## src/rtl/led_seq_pkg.sv

```systemverilog
// Shared definitions for the LED sequencer: CPU register map, LED channel
// addresses, CTRL bit positions, FSM state encoding and the ramp step helper.
package led_seq_pkg;

  localparam int ADDR_W = 5;
  localparam int DATA_W = 8;

  // CPU register byte addresses
  localparam logic [ADDR_W-1:0] REG_TARGET0 = 5'd0;
  localparam logic [ADDR_W-1:0] REG_TARGET1 = 5'd4;
  localparam logic [ADDR_W-1:0] REG_TARGET2 = 5'd8;
  localparam logic [ADDR_W-1:0] REG_CTRL    = 5'd12;
  localparam logic [ADDR_W-1:0] REG_PERIOD  = 5'd16;

  // LED PWM peripheral channel addresses
  localparam logic [ADDR_W-1:0] LED_CH0_ADDR = 5'd0;
  localparam logic [ADDR_W-1:0] LED_CH1_ADDR = 5'd4;
  localparam logic [ADDR_W-1:0] LED_CH2_ADDR = 5'd8;

  // CTRL register bit positions
  localparam int CTRL_EN_BIT      = 0;
  localparam int CTRL_BREATHE_BIT = 1;

  // One cycle per channel update, then back to IDLE
  typedef enum logic [1:0] {
    ST_IDLE = 2'd0,
    ST_CH0  = 2'd1,
    ST_CH1  = 2'd2,
    ST_CH2  = 2'd3
  } state_t;

  // One saturating step of cur toward tgt; equal values stay put
  function automatic logic [DATA_W-1:0] ramp_step(input logic [DATA_W-1:0] cur,
                                                  input logic [DATA_W-1:0] tgt);
    logic [DATA_W-1:0] res;
    res = cur;
    if (cur < tgt)      res = cur + 8'd1;
    else if (cur > tgt) res = cur - 8'd1;
    return res;
  endfunction

endpackage

```

## src/rtl/led_seq_tick.sv

```systemverilog
// Prescaler for the LED sequencer. A 16-bit counter runs while enabled and
// pulses tick for one cycle when it reaches {period, 8'hFF}, then reloads 0.
// While disabled the counter is held at 0, so re-enabling always restarts a
// full interval.
module led_seq_tick (
  input  logic       clk,
  input  logic       rst,
  input  logic       enable,
  input  logic [7:0] period,
  output logic       tick
);

  logic [15:0] r_cnt;
  logic        w_terminal;

  assign w_terminal = (r_cnt == {period, 8'hFF});
  assign tick       = enable && w_terminal;

  // Count while enabled, reload at terminal count, hold at 0 when disabled
  always_ff @(posedge clk) begin
    if (rst || !enable) begin
      r_cnt <= '0;
    end else if (w_terminal) begin
      r_cnt <= '0;
    end else begin
      r_cnt <= r_cnt + 16'd1;
    end
  end

endmodule

```

## src/rtl/led_seq.sv

```systemverilog
// LED sequencer top. A CPU register file holds three channel targets, CTRL
// and PERIOD. Every prescaler tick starts a three-cycle burst that steps each
// channel's current duty one count toward its target and writes the new duty
// to the LED PWM peripheral.
// Optional feature: define LED_SEQ_BREATHE_EN to add breathe mode (CTRL bit1),
// where each channel bounces between its target (floor) and 255.
// Handshake: rd_en/wr_en are single-cycle strobes with no backpressure; read
// data appears with rd_valid exactly one cycle after rd_en, and m_wr_en is a
// fire-and-forget strobe qualifying m_addr/m_wr_data in the same cycle.
module led_seq
  import led_seq_pkg::*;
(
  input  logic              clk,
  input  logic              rst,
  input  logic              rd_en,
  input  logic [ADDR_W-1:0] addr,
  output logic [DATA_W-1:0] rd_data,
  output logic              rd_valid,
  input  logic              wr_en,
  input  logic [DATA_W-1:0] wr_data,
  output logic              m_wr_en,
  output logic [ADDR_W-1:0] m_addr,
  output logic [DATA_W-1:0] m_wr_data,
  output logic              busy
);

  // Register file
  logic [DATA_W-1:0] r_target [0:2];
  logic              r_enable;
  logic [DATA_W-1:0] r_period;
`ifdef LED_SEQ_BREATHE_EN
  logic              r_breathe;
  logic              r_dir [0:2];   // 0 = up, 1 = down
  logic              w_dir_sel;
  logic              w_new_dir;
`endif

  // Channel state and CPU read path
  logic [DATA_W-1:0] r_cur [0:2];
  logic [DATA_W-1:0] r_rd_data;
  logic              r_rd_valid;
  logic [DATA_W-1:0] w_rd_mux;
  logic [DATA_W-1:0] w_ctrl_rd;

  // FSM and datapath
  state_t            r_state;
  state_t            w_next_state;
  logic              w_tick;
  logic [1:0]        w_ch_idx;
  logic [DATA_W-1:0] w_cur_sel;
  logic [DATA_W-1:0] w_tgt_sel;
  logic [DATA_W-1:0] w_new_cur;

  led_seq_tick u_tick (
    .clk    (clk),
    .rst    (rst),
    .enable (r_enable),
    .period (r_period),
    .tick   (w_tick)
  );

  // CPU writes land on the sampling edge; unmapped addresses are ignored
  always_ff @(posedge clk) begin
    if (rst) begin
      for (int i = 0; i < 3; i++) r_target[i] <= '0;
      r_enable <= 1'b0;
      r_period <= '0;
`ifdef LED_SEQ_BREATHE_EN
      r_breathe <= 1'b0;
`endif
    end else if (wr_en) begin
      case (addr)
        REG_TARGET0: r_target[0] <= wr_data;
        REG_TARGET1: r_target[1] <= wr_data;
        REG_TARGET2: r_target[2] <= wr_data;
        REG_CTRL: begin
          r_enable <= wr_data[CTRL_EN_BIT];
`ifdef LED_SEQ_BREATHE_EN
          r_breathe <= wr_data[CTRL_BREATHE_BIT];
`endif
        end
        REG_PERIOD:  r_period <= wr_data;
        default: ;
      endcase
    end
  end

  // CTRL readback: unused bits read 0
  always_comb begin
    w_ctrl_rd = '0;
    w_ctrl_rd[CTRL_EN_BIT] = r_enable;
`ifdef LED_SEQ_BREATHE_EN
    w_ctrl_rd[CTRL_BREATHE_BIT] = r_breathe;
`else
    w_ctrl_rd[CTRL_BREATHE_BIT] = 1'b0;
`endif
  end

  // Read mux over pre-write register values, so a coincident write reads old data
  always_comb begin
    w_rd_mux = '0;
    case (addr)
      REG_TARGET0: w_rd_mux = r_target[0];
      REG_TARGET1: w_rd_mux = r_target[1];
      REG_TARGET2: w_rd_mux = r_target[2];
      REG_CTRL:    w_rd_mux = w_ctrl_rd;
      REG_PERIOD:  w_rd_mux = r_period;
      default:     w_rd_mux = '0;
    endcase
  end

  // Registered read response, one cycle after the strobe
  always_ff @(posedge clk) begin
    if (rst) begin
      r_rd_data  <= '0;
      r_rd_valid <= 1'b0;
    end else begin
      r_rd_valid <= rd_en;
      if (rd_en) r_rd_data <= w_rd_mux;
    end
  end

  assign rd_data  = r_rd_data;
  assign rd_valid = r_rd_valid;

  // FSM state register
  always_ff @(posedge clk) begin
    if (rst) r_state <= ST_IDLE;
    else     r_state <= w_next_state;
  end

  // FSM next state: ticks outside IDLE are simply not looked at
  always_comb begin
    w_next_state = r_state;
    case (r_state)
      ST_IDLE: if (w_tick) w_next_state = ST_CH0;
      ST_CH0:  w_next_state = ST_CH1;
      ST_CH1:  w_next_state = ST_CH2;
      ST_CH2:  w_next_state = ST_IDLE;
      default: w_next_state = ST_IDLE;
    endcase
  end

  // FSM outputs: strobe, channel address and busy per state
  always_comb begin
    m_wr_en  = 1'b0;
    busy     = 1'b0;
    m_addr   = '0;
    w_ch_idx = 2'd0;
    case (r_state)
      ST_CH0: begin m_wr_en = 1'b1; busy = 1'b1; m_addr = LED_CH0_ADDR; w_ch_idx = 2'd0; end
      ST_CH1: begin m_wr_en = 1'b1; busy = 1'b1; m_addr = LED_CH1_ADDR; w_ch_idx = 2'd1; end
      ST_CH2: begin m_wr_en = 1'b1; busy = 1'b1; m_addr = LED_CH2_ADDR; w_ch_idx = 2'd2; end
      default: ;
    endcase
  end

  // Select the active channel; target is read live so mid-burst writes apply
  always_comb begin
    w_cur_sel = r_cur[0];
    w_tgt_sel = r_target[0];
`ifdef LED_SEQ_BREATHE_EN
    w_dir_sel = r_dir[0];
`endif
    case (w_ch_idx)
      2'd1: begin
        w_cur_sel = r_cur[1];
        w_tgt_sel = r_target[1];
`ifdef LED_SEQ_BREATHE_EN
        w_dir_sel = r_dir[1];
`endif
      end
      2'd2: begin
        w_cur_sel = r_cur[2];
        w_tgt_sel = r_target[2];
`ifdef LED_SEQ_BREATHE_EN
        w_dir_sel = r_dir[2];
`endif
      end
      default: ;
    endcase
  end

  // Next duty for the active channel (saturating at 0 and 255)
  always_comb begin
    w_new_cur = ramp_step(w_cur_sel, w_tgt_sel);
`ifdef LED_SEQ_BREATHE_EN
    w_new_dir = w_dir_sel;
    if (r_breathe) begin
      if (!w_dir_sel) begin
        if (w_cur_sel == 8'hFF) begin
          w_new_cur = w_cur_sel;
          w_new_dir = 1'b1;
        end else begin
          w_new_cur = w_cur_sel + 8'd1;
          if (w_new_cur == 8'hFF) w_new_dir = 1'b1;
        end
      end else begin
        if (w_cur_sel < w_tgt_sel) begin
          w_new_cur = w_cur_sel + 8'd1;
          w_new_dir = 1'b0;
        end else if (w_cur_sel == w_tgt_sel) begin
          w_new_cur = w_cur_sel;
          w_new_dir = 1'b0;
        end else begin
          w_new_cur = w_cur_sel - 8'd1;
          if (w_new_cur == w_tgt_sel) w_new_dir = 1'b0;
        end
      end
    end
`endif
  end

  assign m_wr_data = m_wr_en ? w_new_cur : '0;

  // Commit the stepped duty (and direction) of the channel being written
  always_ff @(posedge clk) begin
    if (rst) begin
      for (int i = 0; i < 3; i++) r_cur[i] <= '0;
`ifdef LED_SEQ_BREATHE_EN
      for (int i = 0; i < 3; i++) r_dir[i] <= 1'b0;
`endif
    end else if (m_wr_en) begin
      case (w_ch_idx)
        2'd1: r_cur[1] <= w_new_cur;
        2'd2: r_cur[2] <= w_new_cur;
        default: r_cur[0] <= w_new_cur;
      endcase
`ifdef LED_SEQ_BREATHE_EN
      case (w_ch_idx)
        2'd1: r_dir[1] <= w_new_dir;
        2'd2: r_dir[2] <= w_new_dir;
        default: r_dir[0] <= w_new_dir;
      endcase
`endif
    end
  end

endmodule

```

## config.mk

```make
export PLATFORM = sky130hd
export DESIGN_NAME = led_seq
export DESIGN_NICKNAME = d
export VERILOG_FILES = /design/src/rtl/led_seq_pkg.sv /design/src/rtl/led_seq_tick.sv /design/src/rtl/led_seq.sv
export SDC_FILE = /design/constraint.sdc
export NUM_CORES = 1
export LEC_CHECK = 0
export BUFFER_PORTS_ARGS = -buffer_cell sky130_fd_sc_hd__buf_2
export CAP_MARGIN = 30
export CORE_UTILIZATION = 35
export CTS_CLUSTER_DIAMETER = 60
export DETAILED_ROUTE_END_ITERATION = 16
export GPL_ROUTABILITY_DRIVEN = 0
export MAX_ROUTING_LAYER = met4
export PLACE_DENSITY_LB_ADDON = 0.3
export SETUP_SLACK_MARGIN = 0.15
export SKIP_LAST_GASP = 1
export SYNTH_ARGS = -nofsm -noshare
export SYNTH_HDL_FRONTEND = slang
export SYNTH_SLANG_ARGS = --single-unit
```

## constraint.sdc

```tcl
create_clock -name clk -period 4.9 [get_ports clk]
set_clock_uncertainty 0.1 [all_clocks]
set_input_delay 0.49 -clock clk [delete_from_list [all_inputs] [get_ports clk]]
set_output_delay 0.49 -clock clk [all_outputs]
set_load 0.02 [all_outputs]
```

==> load_flow_metrics.sql <==
INSERT INTO impl_metrics (metric_group, metric, value, unit) VALUES
('outcome', 'status', 'complete, no violations', ''),
('power_and_ir_drop', 'power', '1.767', 'mW'),
('global_route', 'grt_overflow', '0', ''),
('yosys', 'synthesis.area_per_instance', '10.76', 'µm²'),
('clock_tree', 'tritoncts.num_buffers', '9', ''),
('clock_tree', 'cts_tree', 'built', ''),
('die', 'die-height', '112.5', 'µm'),
('clock_tree', 'root_buffer', 'clkbuf_16', ''),
('finish', 'layout.core_utilization', '41.55', '%'),
('timing', 'setup-violations-final', '0', ''),
('yosys', 'synth.distinct_cells', '54', ''),
('yosys', 'synth_sequential_area_ratio', '50.63', '%'),
('power_and_ir_drop', 'power-per-cell-area', '364.6', 'nW/µm²'),
('global_route', 'grt_antenna_before_repair', '0', ''),
('timing', 'min_period', '4448', 'ps'),
('timing', 'final.setup.tns', '0', 'ps'),
('timing', 'drv_slew', '0', ''),
('timing', 'max_clock_freq', '224.8', 'MHz'),
('global_route', 'grt_pass1_vias', '2901', ''),
('clock_tree', 'cts.reportedPaths.clkPinSlew', '70', 'ps'),
('routing', 'routed-via-count', '2990', ''),
('yosys', 'synth.area.top_cells', 'edfxtp_1 (34%), dfxtp_1 (17%), mux2i_1 (5.6%)', ''),
('critical_path', 'register_to_register_setup_slack', '1140', 'ps'),
('die', 'floorplan.initialDensity', '36.62', '%'),
('routing', 'detailedRoute.firstIterationViolations', '139', ''),
('timing', 'slew-limit-headroom', '44.53', '%'),
('yosys', 'synth_largest_type_area_fraction', '33.75', '%'),
('critical_path', 'timing.critical_path.from_type', 'flip-flop', ''),
('routing', 'drt.antenna.violating_nets', '0', ''),
('clock_tree', 'cts_setup_buffers', '0', ''),
('yosys', 'number_of_synthesized_flops_with_an_enable_pin', '48', ''),
('critical_path', 'critical_path_peak_fanout', '11', ''),
('routing', 'wire_per_inst', '16.46', 'µm'),
('yosys', 'synthTopCellsByCount', 'nor2_1 (54), edfxtp_1 (48), dfxtp_1 (36), mux2i_1 (24), xnor2_1 (21)', ''),
('place', 'place.detailed.hpwl', '7140', 'µm'),
('clock_tree', 'cts_hold_buffers', '0', ''),
('power_and_ir_drop', 'worst_ir_drop_on_vdd', '0.0001804', 'V'),
('finish', 'nets', '460', ''),
('timing', 'hold_viol_final', '0', ''),
('die', 'io_pins', '41', ''),
('yosys', 'yosys.area.top_type', 'edfxtp_1', ''),
('place', 'io_buffer_count', '37', ''),
('yosys', 'most_common_cell_in_the_synthesized_netlist', 'nor2_1', ''),
('finish', 'drive_above_1_share', '17.82', '%'),
('clock_tree', 'max-clock-path-buffers', '2', ''),
('timing', 'layout_setup_ws', '451.8', 'ps'),
('critical_path', 'path_delay_family', 'compound AO/OA/AOI/OAI gates', ''),
('clock_tree', 'clock_sink_count', '84', ''),
('critical_path', 'cp_slowest_stage_delay', '540', 'ps'),
('routing', 'route.detailed.vias_per_inst', '5.200', ''),
('yosys', 'ys_dominant_reg_cell', 'edfxtp_1', ''),
('global_route', 'grtUsageMet2', '24.35', '%'),
('global_route', 'globalRouteMet3Util', '3.942', '%'),
('critical_path', 'critical_path.slowest_cell', 'or3_2', ''),
('critical_path', 'worstPathBufferInverterCount', '2', ''),
('timing', 'max_slew.worst_pin.slew', '830.3', 'ps'),
('global_route', 'grt.total_usage', '16.23', '%'),
('yosys', 'synthesis.instances', '397', ''),
('run', 'timing.max_cap.violations', '0', ''),
('place', 'dp_cells', '559', ''),
('critical_path', 'kind_of_critical_path', 'flip-flop to output pin', ''),
('finish', 'fillers', '1124', ''),
('timing', 'timing.final.crit_share', '90.78', '%'),
('clock_tree', 'cts.htree.levels', '3', ''),
('global_route', 'grt_first_pass_wirelength', '15470', 'µm'),
('critical_path', 'worstPathCellList', 'inv_1 > ha_2 > or2_2 > o21ai_2 > ha_1 > a21oi_1 > nor2b_1 > o21ai_0 > o211ai_4 > or3_2 > a211o_1 > o21ai_1 > buf_2', ''),
('global_route', 'groute.layer.met1.usage', '21.90', '%'),
('timing', 'grt_setup_unrepaired', 'no', ''),
('global_route', 'top_usage_layer', 'met2', ''),
('finish', 'num_antenna_cells', '0', ''),
('die', 'die_width', '112.5', 'µm');
==> cell type report <==
| class | count | area, µm² | share of cell area, % |
|---|---|---|---|
| clock buffers | 10 | 229.0 | 4.725 |
| multi-input cells | 282 | 1989 | 41.05 |
| repair buffers | 39 | 200.2 | 4.131 |
| well taps | 143 | 178.9 | 3.692 |
| clock inverters | 6 | 45.04 | 0.9295 |
| flip-flops and latches | 84 | 2162 | 44.62 |
| inverters | 11 | 41.29 | 0.8521 |
==> routing by layer <==
| layer | routed length [µm] | vias up |
|---|---|---|
| met4 | 76 | 0 |
| met2 | 4244 | 65 |
| met1 | 4719 | 1419 |
| li1 | - | 1496 |
| met5 | 0 | - |
| met3 | 422 | 10 |
==> power by group <==
group,internal (mW),switching [mW],total [mW]
sequential,0.790,0.0211,0.811
clock,0.348,0.285,0.633
combinational,0.111,0.212,0.323
==> placed cells by master (no fill, tap or decap), types with 3 or more instances in the layout <==
cell        n
nor4_1      3
o21ai_0    14
a211o_1     3
a211oi_2    3
nand3_1     9
and2_1     10
clkbuf_16   9
xor2_1      8
o21ai_1     3
xnor2_1    21
conb_1      3
a21oi_1     8
edfxtp_1   48
a22o_1      6
nor3_1      3
nor2b_1     4
dfxtp_1    36
a22oi_1    16
ha_1       14
nand4_1     5
a21o_1      3
o221ai_1    8
nor3b_1     3
nand2_1    20
and3_1      6
nor2_1     54
inv_6       3
inv_1      11
mux2i_1    24
buf_2      37
==> worst reg2reg max path, delay by kind of cell (launching register included) <==
kind / cells / cell delay (ps)
fa+ha+maj: 2 / 600
flops: 1 / 390
compound gates: 6 / 1400
simple gates: 3 / 930
buf+inv: 1 / 130
==> stage by stage <==
stage | hold WS, ps | instance area (µm²)
after floorplan | 326.0 | 4278
after global placement | 341.0 | 4554
after detailed placement | 352.3 | 4554
after CTS | 288.8 | 4828
after global routing | 296.7 | 4846
final | 299.1 | 4846
==> final timing paths <==
kind / start / to / cells past startpoint
max: r_state[0] / m_wr_data[7] / 13
min: wr_data[2] / r_period[2] / 3
max reg2reg: r_state[0] / r_cur[0][7] / 12
min reg2reg: u_tick.r_cnt[0] / u_tick.r_cnt[0] / 1
==> kinds of logic after synthesis <==
| group | Yosys count | synth area share (%) |
|---|---|---|
| buffers and inverters | 33 | 3.369 |
| adders and majority gates | 16 | 4.688 |
| AOI/OAI and AO/OA | 78 | 14.12 |
| other | 1 | 0.08781 |
| DFF | 84 | 50.63 |
| and+or+nand+nor | 131 | 15.27 |
| xor gates and xnor gates | 29 | 5.948 |
| muxes | 25 | 5.889 |
==> flip-flops by register name, summed over array words and instances (netlist names) <==
name and count:
u_tick.r_cnt 16, r_state 2, r_cur 24, r_target 24
rd_valid 1, r_period 8, rd_data 8, r_enable 1
No activity file was read; power rests on OpenSTA's default activity.
